--- src/rtl/hamming_dec_engine.sv ---
// SECDED decoder engine: reads N_MSG 16-bit codewords from data memory, corrects single errors,
// flags double errors and writes each 11-bit message plus a 2-bit status back to memory.
module hamming_dec_engine #(
    parameter int unsigned SRC_BASE = 30,
    parameter int unsigned DST_BASE = 0,
    parameter int unsigned N_MSG    = 15
) (
    input  logic       CLK,
    input  logic       Reset,
    input  logic       start,
    output logic [7:0] mem_addr,
    input  logic [7:0] mem_rd_data,
    output logic [7:0] mem_wr_data,
    output logic       mem_wr_en,
    output logic       busy,
    output logic       done,
    output logic [7:0] single_cnt,
    output logic [7:0] double_cnt
);

    localparam logic [2:0] StIdle   = 3'd0;
    localparam logic [2:0] StRdLo   = 3'd1;
    localparam logic [2:0] StRdHi   = 3'd2;
    localparam logic [2:0] StDecode = 3'd3;
    localparam logic [2:0] StWrLo   = 3'd4;
    localparam logic [2:0] StWrHi   = 3'd5;
    localparam logic [2:0] StDone   = 3'd6;

    localparam logic [7:0] SrcBase = 8'(SRC_BASE);
    localparam logic [7:0] DstBase = 8'(DST_BASE);
    localparam logic [6:0] LastIdx = 7'(N_MSG - 1);

    logic [2:0]  state_q, state_d;
    logic [6:0]  idx_q, idx_d;
    logic [7:0]  lo_q, lo_d;
    logic [7:0]  hi_q, hi_d;
    logic [11:1] data_q, data_d;
    logic [1:0]  flag_q, flag_d;
    logic [7:0]  addr_q, addr_d;
    logic [7:0]  single_q, single_d;
    logic [7:0]  double_q, double_d;

    logic [15:0] word;
    logic [15:0] fixed;
    logic [3:0]  syn;
    logic        par;
    logic [11:1] dec_data;
    logic        is_single;
    logic        is_double;
    logic [7:0]  idx2;

    // Syndrome, overall parity and corrected data for the latched codeword.
    always_comb begin
        word = {hi_q, lo_q};
        syn  = 4'd0;
        for (int k = 1; k < 16; k++) begin
            if (word[k]) begin
                syn = syn ^ 4'(k);
            end
        end
        par   = ^word;
        fixed = word;
        if (par && (syn != 4'd0)) begin
            fixed[syn] = ~word[syn];
        end
        dec_data  = {fixed[15:9], fixed[7], fixed[6], fixed[5], fixed[3]};
        is_single = par;
        is_double = !par && (syn != 4'd0);
    end

    always_comb begin
        state_d  = state_q;
        idx_d    = idx_q;
        lo_d     = lo_q;
        hi_d     = hi_q;
        data_d   = data_q;
        flag_d   = flag_q;
        single_d = single_q;
        double_d = double_q;
        case (state_q)
            StIdle, StDone: begin
                if (start) begin
                    state_d  = StRdLo;
                    idx_d    = 7'd0;
                    single_d = 8'd0;
                    double_d = 8'd0;
                end
            end
            StRdLo: begin
                lo_d    = mem_rd_data;
                state_d = StRdHi;
            end
            StRdHi: begin
                hi_d    = mem_rd_data;
                state_d = StDecode;
            end
            StDecode: begin
                data_d = dec_data;
                flag_d = {is_double, is_single};
                if (is_single && (single_q != 8'hFF)) begin
                    single_d = single_q + 8'd1;
                end
                if (is_double && (double_q != 8'hFF)) begin
                    double_d = double_q + 8'd1;
                end
                state_d = StWrLo;
            end
            StWrLo: begin
                state_d = StWrHi;
            end
            StWrHi: begin
                if (idx_q == LastIdx) begin
                    state_d = StDone;
                end else begin
                    idx_d   = idx_q + 7'd1;
                    state_d = StRdLo;
                end
            end
            default: begin
                state_d = StIdle;
            end
        endcase
    end

    // Address arithmetic wraps modulo 256, matching the 8-bit memory space.
    assign idx2 = {idx_q, 1'b0};

    always_comb begin
        mem_addr    = addr_q;
        mem_wr_data = 8'd0;
        mem_wr_en   = 1'b0;
        case (state_q)
            StRdLo: begin
                mem_addr = SrcBase + idx2;
            end
            StRdHi: begin
                mem_addr = SrcBase + idx2 + 8'd1;
            end
            StWrLo: begin
                mem_addr    = DstBase + idx2;
                mem_wr_data = data_q[8:1];
                mem_wr_en   = 1'b1;
            end
            StWrHi: begin
                mem_addr    = DstBase + idx2 + 8'd1;
                mem_wr_data = {flag_q, 3'b000, data_q[11:9]};
                mem_wr_en   = 1'b1;
            end
            default: begin
                mem_addr = addr_q;
            end
        endcase
        addr_d = mem_addr;
    end

    always_ff @(posedge CLK) begin
        if (Reset) begin
            state_q  <= StIdle;
            idx_q    <= 7'd0;
            lo_q     <= 8'd0;
            hi_q     <= 8'd0;
            data_q   <= 11'd0;
            flag_q   <= 2'b00;
            addr_q   <= 8'd0;
            single_q <= 8'd0;
            double_q <= 8'd0;
        end else begin
            state_q  <= state_d;
            idx_q    <= idx_d;
            lo_q     <= lo_d;
            hi_q     <= hi_d;
            data_q   <= data_d;
            flag_q   <= flag_d;
            addr_q   <= addr_d;
            single_q <= single_d;
            double_q <= double_d;
        end
    end

    assign busy       = (state_q != StIdle) && (state_q != StDone);
    assign done       = (state_q == StDone);
    assign single_cnt = single_q;
    assign double_cnt = double_q;

endmodule

--- config.mk ---
export PLATFORM = sky130hd
export DESIGN_NAME = hamming_dec_engine
export DESIGN_NICKNAME = d
export VERILOG_FILES = /design/src/rtl/hamming_dec_engine.sv
export SDC_FILE = /design/constraint.sdc
export NUM_CORES = 1
export LEC_CHECK = 0
export ABC_AREA = 1
export CAP_MARGIN = 20
export CELL_PAD_IN_SITES_DETAIL_PLACEMENT = 1
export CELL_PAD_IN_SITES_GLOBAL_PLACEMENT = 1
export CORE_MARGIN = 4
export CORE_UTILIZATION = 39
export DETAILED_ROUTE_END_ITERATION = 12
export GPL_ROUTABILITY_DRIVEN = 1
export PLACE_DENSITY_LB_ADDON = 0.2
export SLEW_MARGIN = 20
export SYNTH_ARGS = -nofsm -noshare
export SYNTH_HDL_FRONTEND = slang
export SYNTH_SLANG_ARGS = --single-unit
export TNS_END_PERCENT = 10
--- constraint.sdc ---
create_clock -name CLK -period 3.2 [get_ports CLK]
set_clock_uncertainty 0.2 [all_clocks]
set_input_delay 0.64 -clock CLK [delete_from_list [all_inputs] [get_ports CLK]]
set_output_delay 0.64 -clock CLK [all_outputs]
set_load 0.01 [all_outputs]
==> impl_results.md <==
* Wire length of the first global-routing pass at between 15,000 and 20,000 um
* Data arrival time of the worst path at about 2.3 ns
* Highest clock frequency the design can meet at between 300 and 400 MHz
* Main combinational cell family by area after synthesis: simple AND/OR/NAND/NOR gates
* Sequential power share at 0.270
* Result of the run: completed
* Share of final-layout standard cells stronger than drive strength 1 at 0.106
* Number of buffers added on ports at 45
* TritonRoute pass-1 iters at 4
* YS warnings at 0
* Post-synth net total at 574
* Fraction of synthesized area in multiplexers at 0
* Number of fillers in the final layout at roughly 1,200
* Tot Pwr at between 3000 and 4000 uW
* Logic gate share of total power at 0.551
* Horizontal extent of the die at between 100 and 150 um
* Power spent charging and discharging nets at between 1500 and 2000 uW
* Kind of path behind the tightest hold check: flip-flop to flip-flop
* Post-synthesis cell count at 558
* Initial DRC count at about 120
* Highest ir drop seen on vdd at ~0.00035 V
* Max_cap viols at 0
* GRT met3 Usage at 0.0340
* Clock latency at the later pin of the worst-skew pair at 0.35 ns
* Maximum number of pins on one net before global-route repair at 27
* Part of the Yosys area used for sequential elements at 0.343
* Antenna violations before repair at 0
* Layout net count at ~630
* Area of placed instances at approximately 4300 um2
* H-tree Lvls at 3
* Critical path's top delay family: buffers and inverters
* Synth Register Bits at between 60 and 70
* Primary FF master, synth: dfxtp_1
* Post-detailed-route DRC marker count at 0
* Total count of hold-check failures in the final report at 0
* Area growth from synthesis to layout at 21.9%
* Critical Path Start Type: flip-flop
* Critical Path, Cell by Cell: inv_2 > nor3_1 > inv_1 > nand2_4 > nor2_4 > a221oi_2 > inv_1 > clkdlybuf4s50_1
* Library cell used as clock root buffer: clkbuf_8
* Total setup violations reported at the end of the flow at 0
* Leakage Power at 0.00183 uW
* Routability cong. at between 0.8 and 0.9
* Element type at the critical path end: output port
* Number of global-route vias before repair at between 3,000 and 4,000
* Count of antenna-violating nets left after detailed routing at 0
* Simple-gate share of the synthesized area at 0.347
* Total Die Area at 11,000 um2
* Initial core utilization at 0.400
* Sink count of the clock tree at 63
* RSZ-0062 raised after global routing: yes
* Adder-cell share of the synthesized area at 0.0170
* Largest driver fanout on the critical path at 8
* Measured slew at the worst slew-check pin at ~0.44 ns
* Wirelength per Cell at 14.9 um
* Post-Route WL at 10,800 um
* Highest cell delay on the worst timing path at roughly 0.48 ns
* Switching share of power at 0.479
* Data required time of the worst path at 2.36 ns
* Average cell area after synthesis at 6.59 um2
* Yosys cell types at 44
* Xor/xnor cell area share of the yosys netlist at 0.0487
* Part of the power in the clock network at 0.179
* Post-synth EDFFs at 0
* Cell occurring most often along the worst timing path: inv_1
* Cell area after layout at between 4000 and 5000 um2
* Met2 GRT Util at 0.346
* Pwr Density at between 700 and 800 nW/um2
* Clock slew at the register clock pins of the worst setup and hold paths at roughly 0.070 ns
* Share of the clock period used by the worst path after layout at 0.973
* Core Region at approximately 9000 um2
* Slowest CP cell: clkdlybuf4s50_1
* Row count at 35
* Leading cell type in the layout, fill and taps excluded: nand2_1
* Inserted Clock Buffers at 9
* Cell area after synthesis at 3680 um2
* Total track usage at 0.205
* Layer with the highest usage: met2
* Maximum number of buffers from clock root to sink at 2
* I/O pins at 46
* Buffers plus inverters on the worst setup path at 4
* Most used cells in the layout excluding fill and tap cells: nand2_1 (143), dfxtp_1 (63), inv_1 (60), nor2_1 (60), a21oi_1 (47)
* Remaining Overflow, GRT at 0
* Start-to-end type of the worst setup path: flip-flop to output port
* Number of hold-repair buffers added at the cts stage at 0
* Async set-or-reset flop fraction in the synthesized netlist at 0
* Synthesized-area fraction occupied by ao, oa, aoi and oai cells at 0.154
* GR Util met1 at 0.263
* Detailed Place HPWL at between 8000 and 9000 um
* Via density at around 5.2
* Via Count at between 3,000 and 4,000
* P_int at around 1900 uW
* Min Clock Period, post-route at a little over 3 ns
* Worst relative slew slack at 0.710
* Final count of pins violating max slew at 0
* Antenna cells at 0
* TritonCTS clock tree: yes
* Overall die height at 105 um
-- metal layers --
metal	vias to the layer above	wire, um	part of all wire
met2	55	5150	0.48
li1	1911	-	-
met3	15	324	0.030
met5	-	0	0
met1	1778	5130	0.48
met4	0	186	0.017
-- final cells by class --
cell class,count,area (um2),share of cell area
Multi-Input combinational cell,411,2110,0.472
Sequential cell,63,1260,0.281
Timing Repair Buffer,54,524,0.117
Inverter,71,268,0.0597
Clock buffer,13,159,0.0355
Tap cell,111,139,0.0310
Clock inverter,3,17.5,0.00391
-- registers in the layout, indices dropped and copies added (netlist names) --
register    count
data_q         11
addr_q          8
double_cnt      8
hi_q            8
lo_q            8
single_cnt      8
idx_q           7
state_q         3
flag_q          2
-- power by group through the flow --
| stage | Combinational, uW | Sequential, uW | Clock [uW] |
|---|---|---|---|
| 5_1_grt | 2220 | 975 | 689 |
| 3_5_place_dp | 1940 | 978 | 0 |
| 3_3_place_gp | 1890 | 974 | 0 |
| 2_1_floorplan | 1510 | 952 | 0 |
| 6_report | 1970 | 965 | 639 |
| 4_1_cts | 1970 | 963 | 654 |
-- cells by family after synthesis --
logic type,count (synthesis)
xor+xnor,17
fa+ha+maj,5
flops,63
simple gates,288
buf+inv,84
compound gates,101
-- worst paths after layout --
kind,from,end,slack [ns],cells after the start
worst min-delay path,data_q[11]$_SDFFE_PP0P_,data_q[11]$_SDFFE_PP0P_,0.27,2
worst max-delay path,state_q[0]$_SDFFE_PP0P_,mem_addr[1],0.09,8
worst min register to register,data_q[11]$_SDFFE_PP0P_,data_q[11]$_SDFFE_PP0P_,0.27,2
worst max register to register,hi_q[3]$_SDFFE_PP0P_,data_q[3]$_SDFFE_PP0P_,0.41,19
-- synthesized netlist by cell type (5+ instances only) --
master / number / area (um2)
nand2_1: 144 / 541
dfxtp_1: 63 / 1260
nor2_1: 62 / 233
inv_1: 60 / 225
a21oi_1: 47 / 235
nand3_1: 38 / 190
o21ai_0: 28 / 140
nor3_1: 12 / 60.1
clkbuf_1: 10 / 37.5
inv_2: 9 / 33.8
nand2_2: 7 / 43.8
xnor2_1: 7 / 61.3
a31oi_1: 6 / 37.5
nand4_1: 6 / 37.5
nor2_2: 6 / 37.5
xor2_1: 6 / 52.6
ha_1: 5 / 62.6
-- metrics by stage --
step / setup TNS [ns] / utilization / cells / hold WS (ns) / setup slack (ns)
floorplan: 0 / - / 558 / 0.228 / 0.668
global placement: 0 / 0.464 / 710 / 0.247 / 0.269
detailed placement: 0 / 0.464 / 710 / 0.259 / 0.0725
CTS: -0.0110 / 0.485 / 726 / 0.270 / -0.0110
global route: -0.114 / 0.487 / 726 / 0.298 / -0.114
finish: 0 / 0.487 / 726 / 0.268 / 0.0854
-- worst reg2reg max path: stages, from the launching register on --
cell	delay (ns)
dfxtp_1	0.47
inv_2	0.12
nand2_1	0.11
nand2_1	0.05
nand2_1	0.05
nand2_1	0.06
nand2_1	0.12
nand2_1	0.12
nand2_1	0.24
nand2_2	0.15
nand2_1	0.08
nand2_1	0.05
nand2_1	0.06
nand2_1	0.05
nand2_1	0.05
nand2_1	0.06
nor2_2	0.35
nand2_1	0.10
nand2_1	0.10
a21oi_1	0.07
-- repair_timing --
action	in CTS	in global routing
resized for setup	7	5
setup buffers	0	0
setup endpoints to repair	8	7
cloned	0	0
Note: power is estimated with default switching activity, not from simulation.
